===== src/rtl/expr_eval.sv =====
// Streaming ASCII expression evaluator for '+', '-' and '*' over multi-digit decimal operands.
// Consumes one character per in_valid cycle. All outputs are registered, one cycle after acceptance.
module expr_eval #(
    parameter int unsigned WIDTH      = 16,
    parameter int unsigned MAX_DIGITS = 5
) (
    input  logic             clk,
    input  logic             clr_n,
    input  logic             in_valid,
    input  logic [7:0]       in,
    output logic             out,
    output logic [WIDTH-1:0] result,
    output logic             done,
    output logic             error,
    output logic [1:0]       status
);

    localparam int unsigned DW = $clog2(MAX_DIGITS + 1);
    localparam logic [DW-1:0]    MAXD = DW'(MAX_DIGITS);
    localparam logic [WIDTH-1:0] TEN  = WIDTH'(10);
    localparam logic [WIDTH-1:0] ONE  = WIDTH'(1);

    typedef enum logic [1:0] {
        StIdle = 2'd0,
        StNum  = 2'd1,
        StOp   = 2'd2,
        StErr  = 2'd3
    } state_t;

    state_t           state_q, state_d;
    logic [WIDTH-1:0] sum_q, sum_d;
    logic [WIDTH-1:0] term_q, term_d;
    logic [WIDTH-1:0] num_q, num_d;
    logic             neg_q, neg_d;
    logic [DW-1:0]    dcnt_q, dcnt_d;
    logic             out_q, out_d;
    logic [WIDTH-1:0] result_q, result_d;
    logic             done_q, done_d;
    logic             error_q, error_d;

    logic             is_digit, is_addsub, is_mul, is_semi;
    logic [WIDTH-1:0] digit;
    logic [WIDTH-1:0] cur_prod, cur_signed, next_prod;
    logic             upd, go_err;

    assign is_digit  = (in >= 8'h30) && (in <= 8'h39);
    assign is_addsub = (in == 8'h2b) || (in == 8'h2d);
    assign is_mul    = (in == 8'h2a);
    assign is_semi   = (in == 8'h3b);
    assign digit     = {{(WIDTH-4){1'b0}}, in[3:0]};

    // Signed contribution of the term in progress, folded into sum on '+'/'-'.
    assign cur_prod   = term_q * num_q;
    assign cur_signed = neg_q ? (~cur_prod + ONE) : cur_prod;

    always_comb begin
        state_d  = state_q;
        sum_d    = sum_q;
        term_d   = term_q;
        num_d    = num_q;
        neg_d    = neg_q;
        dcnt_d   = dcnt_q;
        out_d    = out_q;
        result_d = result_q;
        done_d   = 1'b0;
        error_d  = error_q;
        upd      = 1'b0;
        go_err   = 1'b0;
        next_prod = '0;

        if (in_valid) begin
            unique case (state_q)
                StIdle: begin
                    if (is_digit) begin
                        state_d = StNum;
                        num_d   = digit;
                        dcnt_d  = DW'(1);
                        upd     = 1'b1;
                    end else if (is_semi) begin
                        out_d = 1'b0;
                    end else begin
                        go_err = 1'b1;
                    end
                end
                StNum: begin
                    if (is_digit) begin
                        if (dcnt_q == MAXD) begin
                            go_err = 1'b1;
                        end else begin
                            num_d  = num_q * TEN + digit;
                            dcnt_d = dcnt_q + DW'(1);
                            upd    = 1'b1;
                        end
                    end else if (is_addsub) begin
                        state_d = StOp;
                        sum_d   = sum_q + cur_signed;
                        term_d  = ONE;
                        num_d   = '0;
                        dcnt_d  = '0;
                        neg_d   = (in == 8'h2d);
                        out_d   = 1'b0;
                    end else if (is_mul) begin
                        state_d = StOp;
                        term_d  = cur_prod;
                        num_d   = '0;
                        dcnt_d  = '0;
                        out_d   = 1'b0;
                    end else if (is_semi) begin
                        // result/out already hold the final value; only the accumulators restart.
                        state_d = StIdle;
                        done_d  = 1'b1;
                        sum_d   = '0;
                        term_d  = ONE;
                        num_d   = '0;
                        neg_d   = 1'b0;
                        dcnt_d  = '0;
                    end else begin
                        go_err = 1'b1;
                    end
                end
                StOp: begin
                    if (is_digit) begin
                        state_d = StNum;
                        num_d   = digit;
                        dcnt_d  = DW'(1);
                        upd     = 1'b1;
                    end else begin
                        go_err = 1'b1;
                    end
                end
                StErr: begin
                end
            endcase
        end

        if (upd) begin
            next_prod = term_d * num_d;
            out_d     = 1'b1;
            result_d  = neg_d ? (sum_d - next_prod) : (sum_d + next_prod);
        end

        if (go_err) begin
            state_d  = StErr;
            out_d    = 1'b0;
            result_d = '0;
            error_d  = 1'b1;
        end
    end

    always_ff @(posedge clk or negedge clr_n) begin
        if (!clr_n) begin
            state_q  <= StIdle;
            sum_q    <= '0;
            term_q   <= ONE;
            num_q    <= '0;
            neg_q    <= 1'b0;
            dcnt_q   <= '0;
            out_q    <= 1'b0;
            result_q <= '0;
            done_q   <= 1'b0;
            error_q  <= 1'b0;
        end else begin
            state_q  <= state_d;
            sum_q    <= sum_d;
            term_q   <= term_d;
            num_q    <= num_d;
            neg_q    <= neg_d;
            dcnt_q   <= dcnt_d;
            out_q    <= out_d;
            result_q <= result_d;
            done_q   <= done_d;
            error_q  <= error_d;
        end
    end

    assign out    = out_q;
    assign result = result_q;
    assign done   = done_q;
    assign error  = error_q;
    assign status = state_q;

endmodule


===== config.mk =====
export PLATFORM = sky130hd
export DESIGN_NAME = expr_eval
export DESIGN_NICKNAME = d
export VERILOG_FILES = /design/src/rtl/expr_eval.sv
export SDC_FILE = /design/constraint.sdc
export NUM_CORES = 1
export LEC_CHECK = 0
export ABC_AREA = 1
export CAP_MARGIN = 20
export CORE_UTILIZATION = 45
export CTS_BUF_LIST = sky130_fd_sc_hd__clkbuf_2
export CTS_CLUSTER_SIZE = 14
export DETAILED_ROUTE_END_ITERATION = 10
export GPL_ROUTABILITY_DRIVEN = 0
export HOLD_SLACK_MARGIN = 0.08
export SLEW_MARGIN = 20
export SYNTH_ARGS = -nofsm -noshare
export SYNTH_HDL_FRONTEND = slang
export SYNTH_SLANG_ARGS = --single-unit

===== constraint.sdc =====
create_clock -name clk -period 19.55 [get_ports clk]
set_clock_uncertainty 0.15 [all_clocks]
set_input_delay 3.91 -clock clk [delete_from_list [all_inputs] [get_ports clk]]
set_output_delay 3.91 -clock clk [all_outputs]
set_load 0.02 [all_outputs]

==> qor.yml, run 1 <==
syn_area_mm2: 0.0153
gr-total-overflow: 0
clock-sinks: 73
cp_common_cell: "nand2_1"
leakage_nw: 9.44
fill_cells: 3424
cts_root_buf: "clkbuf_2"
vias: 13900
drc: 0
synthFlopType: "dfrtp_1"
synth-seq-area-share_pct: 11.9
rrSetupSlack_ps: 7570
synth.avg_cell_area_um2: 6.82
nNetsFinal: 2583
hold_end: "dcnt_q[2]"
synth_top_cell_by_area: "fa_1"
tritoncts: "done"
start_kind: "primary input"
required_ps: 19910
dieArea_mm2: 0.0348
wl_per_cell_um: 15.6
path_max_fanout: 13
synth_cell_types: 50
hold_buffers: 0
min_from: "dcnt_q[2]"
synth_nets: 2581
drt_iter0_markers: 879
drive_above_1_share_pct: 4.83
fin_crit_ps: 12360
dp_hpwl_mm: 34.6
ys_top_cells_by_count: "nand2_1 (639), inv_1 (549), fa_1 (164)"
die_h_um: 187
grtUsageTotal_pct: 25.2
path_delay_family: "adder cells"
worst-path-buf-inv: 11
path_clk_slew_ps: 230
ir_drop_mv: 0.101
wirelength_mm: 42.2
start_util_pct: 45.7
dr.pass1.iters: 6
end_kind: "flip-flop"
fin_ws_ps: 7190
synth-seq-cells: 73
hold_path_depth: 1
setup_viol: 0
cts_buffers: 9
cts_buffer_depth: 2
max_stage_delay_ps: 630
drt-vias-per-instance: 5.12
synth_area_leaders: "fa_1 (21%), nand2_1 (16%), inv_1 (13%)"
slew_violations: 0
arrival_ps: 12720
die_x_um: 187
r2r_end: "result[15]"
final_cells: 2705
cts_resized: 0
netlist_instances: 2248
status: "finished, final reports clean"
timing.rr.start: "num_q[3]"
place_ws_ps: 6730
tightestPinTransition_ps: 975
synth.most_common_cell: "nand2_1"
clk_latency_ps: 610
power_density_mw_per_mm2: 105
antenna_found_initial: 4
crit_type: "in2reg"
netlist.area_leader.share_pct: 21.4
async_flop_share_pct: 100
finalPower_w: 0.00170
grt_max_degree: 74
cts-htree-levels: 3
grt_pass1_vias: 13800
grt_pass1_wl_mm: 70.0
rr_worst_depth: 47
fmax_mhz: 80.9
slew_headroom_pct: 35.0
ios: 32
yosysWarnings: 0
finalHoldViolations: 0
num_rows: 67
core_area_mm2: 0.0335
synth_edf_count: 0
slowest_stage: "clkdlybuf4s50_1"
hold_class: "reg2reg"
finalCritPeriodShare_pct: 63.2
placedCellCount: 2687
rsz0062_at_grt: "false"
port_buffers: 31
fin_setup_tns_ps: 0
area_growth_syn_to_layout_pct: 5.65
maxCapViolations: 0
drtAntennaViolNets: 0
postCtsSetupBuffers: 0
per-layer routing:
layer | vias to the layer above | wire (µm) | global-route usage, %
met3 | 85 | 2270 | 2.92
met4 | 4 | 1310 | 8.98
li1 | 6778 | - | -
met5 | - | 23 | 0
met1 | 6663 | 18500 | 32.7
met2 | 332 | 20100 | 43.4
cells in the final DEF (no fill, tap or decap), drive strengths merged, types with 3 or more instances in the layout:
master         instances
o21ai                 76
o21bai                 5
or2                    5
a21oi                 65
nor3                  11
buf                    9
fa                   164
o22ai                  5
nor2                 145
ha                   158
nand4                 16
nand2                671
inv                  564
o31ai                  7
nand3                132
bufinv                 3
clkbuf                10
nand3b                 6
xor2                  39
dfrtp                 72
o211ai                 5
xnor2                 23
clkdlybuf4s50         30
a31oi                  6
o221ai                 4
o21a                   7
cells by family after synthesis:
| logic type | count (synthesis) | synth area share, % |
|---|---|---|
| adder cells (fa/ha/maj) | 322 | 34.3 |
| buffers and inverters | 612 | 15.3 |
| flip-flops | 73 | 11.9 |
| XOR/XNOR | 62 | 3.54 |
| AO/OA/AOI/OAI | 188 | 7.29 |
| AND/OR/NAND/NOR | 990 | 27.6 |
| multiplexers | 1 | 0.0734 |
layout make-up:
class                           instances  area [µm²]  share of cell area (%)
Clock buffer                           10        50.0                   0.309
Inverter                              564        2120                    13.1
Multi-Input combinational cell       1563       11200                    68.9
Timing Repair Buffer                   39         368                    2.27
Antenna cell                            2        5.00                  0.0309
Sequential cell                        73        1830                    11.3
Tap cell                              448         561                    3.46
Clock inverter                          6         115                   0.710
registers in the layout (all words and copies together) (netlist names):
register / count
dcnt_q: 3
result: 16
neg_q: 1
term_q: 16
num_q: 16
error: 1
status: 2
sum_q: 16
out: 1
done: 1
metrics by stage:
step	hold slack, ps	instance area (µm²)	utilization, %
finish	350	16200	48.3
global route	378	16200	48.3
CTS	350	16200	48.3
detailed placement	310	16000	47.8
global placement	304	16000	47.8
floorplan	294	15300	-
power breakdown:
group          switching (W)  leakage (nW)  total (W)  internal, W
sequential         0.0000620         0.965   0.000247     0.000185
clock              0.0000605        0.0927   0.000117    0.0000562
combinational       0.000868          8.38    0.00134     0.000468
worst max path at each step:
stage          slack, ps    endpoint  cells past startpoint  startpoint
5_1_grt             6550  result[15]                     44       in[2]
3_3_place_gp        6870  result[15]                     47       in[2]
6_report            7190  result[15]                     47       in[2]
2_1_floorplan       8270  result[15]                     50       in[6]
4_1_cts             7390  result[15]                     47       in[2]
3_5_place_dp        6730  result[15]                     47       in[2]
(Power assumes the default switching activity.)
==> run 2: changes to the inputs <==
==> constraint.sdc (replaced) <==
create_clock -name clk -period 10 [get_ports clk]
set_clock_uncertainty 0.15 [all_clocks]
set_input_delay 2 -clock clk [delete_from_list [all_inputs] [get_ports clk]]
set_output_delay 2 -clock clk [all_outputs]
set_load 0.02 [all_outputs]
==> qor.yml, run 2 (synthesis gave the netlist of run 1 again) <==
fmax_mhz: 94.4
status: "finished with violations"
tightestPinTransition_ps: 916
cts_root_buf: "clkbuf_2"
dp_hpwl_mm: 39.1
worst-path-buf-inv: 17
cts_buffers: 9
maxCapViolations: 0
core_area_mm2: 0.0335
hold_class: "reg2reg"
num_rows: 67
nNetsFinal: 2866
max_stage_delay_ps: 520
slowest_stage: "fa_2"
slew_violations: 0
arrival_ps: 11010
end_kind: "flip-flop"
dr.pass1.iters: 5
drtAntennaViolNets: 0
cts-htree-levels: 3
leakage_nw: 10.9
vias: 14900
path_max_fanout: 4
clock-sinks: 73
path_delay_family: "adder cells"
violations: "setup timing"
grt_pass1_vias: 15100
path_clk_slew_ps: 280
crit_type: "reg2reg"
fin_crit_ps: 10590
rsz0062_at_grt: "true"
drt-vias-per-instance: 4.98
gr-total-overflow: 0
area_growth_syn_to_layout_pct: 24.5
grt_pass1_wl_mm: 76.0
fin_ws_ps: -594
grt_max_degree: 56
final_cells: 2987
finalHoldViolations: 0
port_buffers: 31
setup_viol: 4
tritoncts: "done"
die_x_um: 187
drive_above_1_share_pct: 21.7
required_ps: 10410
die_h_um: 187
cts_buffer_depth: 2
placedCellCount: 2934
finalPower_w: 0.00425
clk_latency_ps: 620
final_common_cell: "nand2_1"
finalCritPeriodShare_pct: 106
antenna_found_initial: 1
power_density_mw_per_mm2: 222
drt_iter0_markers: 922
drc: 0
start_kind: "flip-flop"
dieArea_mm2: 0.0348
final_cell_mix: "nand2_1 (603), inv_1 (509), buf_4 (265), fa_1 (160), ha_1 (136)"
start_util_pct: 45.7
ir_drop_mv: 0.313
slew_headroom_pct: 38.4
ios: 32
fin_setup_tns_ps: -1520
wl_per_cell_um: 15.5
grtUsageTotal_pct: 27.5
wirelength_mm: 46.3
whs_ps: 362
## run 2: cell count changes in the layout (fill, tap and decap cells not counted), sizes merged
| cell | change |
|---|---|
| clkinvlp | -1 |
| inv | +1 |
| diode | -1 |
| clkinv | +2 |
| clkbuf | -1 |
| buf | +283 |
| bufinv | -1 |
## run 2: worst paths after layout
path	startpoint	depth (start not counted)	endpoint	slack [ps]
setup / recovery	num_q[3]	58	result[15]	-590
hold / removal	error	1	error	360
setup reg to reg	num_q[3]	58	result[15]	-590
hold reg to reg	error	1	error	360
max in group asynchronous	clr_n	2	num_q[6]	7500
min in group asynchronous	clr_n	1	sum_q[5]	1080
## run 2: through the flow
step                      util (%)  setup WS, ps  area, µm²
after global routing          57.0         -1060      19100
after global placement        54.1          -688      18100
after floorplan                  -         -71.0      15700
after CTS                     55.9          -562      18700
final                         57.0          -594      19100
after detailed placement      54.1          -728      18100
## run 2: where the power goes
part	internal [W]	switching, W
sequential	0.000364	0.0000936
combinational	0.00153	0.00204
clock	0.0000860	0.000141
total	0.00198	0.00227
## run 2: repair_timing
action                                 4_1_cts  5_1_grt
hold buffers                                 0        0
pin swaps                                   68       50
endpoints found under the hold margin        0        0
buffers inserted                            22       15
setup endpoints to repair                    5        6
resized for setup                           79       90
## run 2: final cells by class
type                    count  area [µm²]
diodes                      1        2.50
clock buffers               9        45.0
clock inverters             7         103
fillers                  3217       14400
inverters                 564        2120
multi-input cells        1563       11800
flip-flops and latches     73        1840
well taps                 448         561
repair buffers            322        2610
## run 2: per-layer routing
| layer | vias to the layer above | share of wire, % | GRT usage, % |
|---|---|---|---|
| li1 | 7343 | - | - |
| met2 | 337 | 47 | 46.5 |
| met1 | 7129 | 44 | 36.5 |
| met3 | 73 | 5.3 | 3.23 |
| met4 | 0 | 3.1 | 9.21 |
| met5 | - | 0 | 0 |
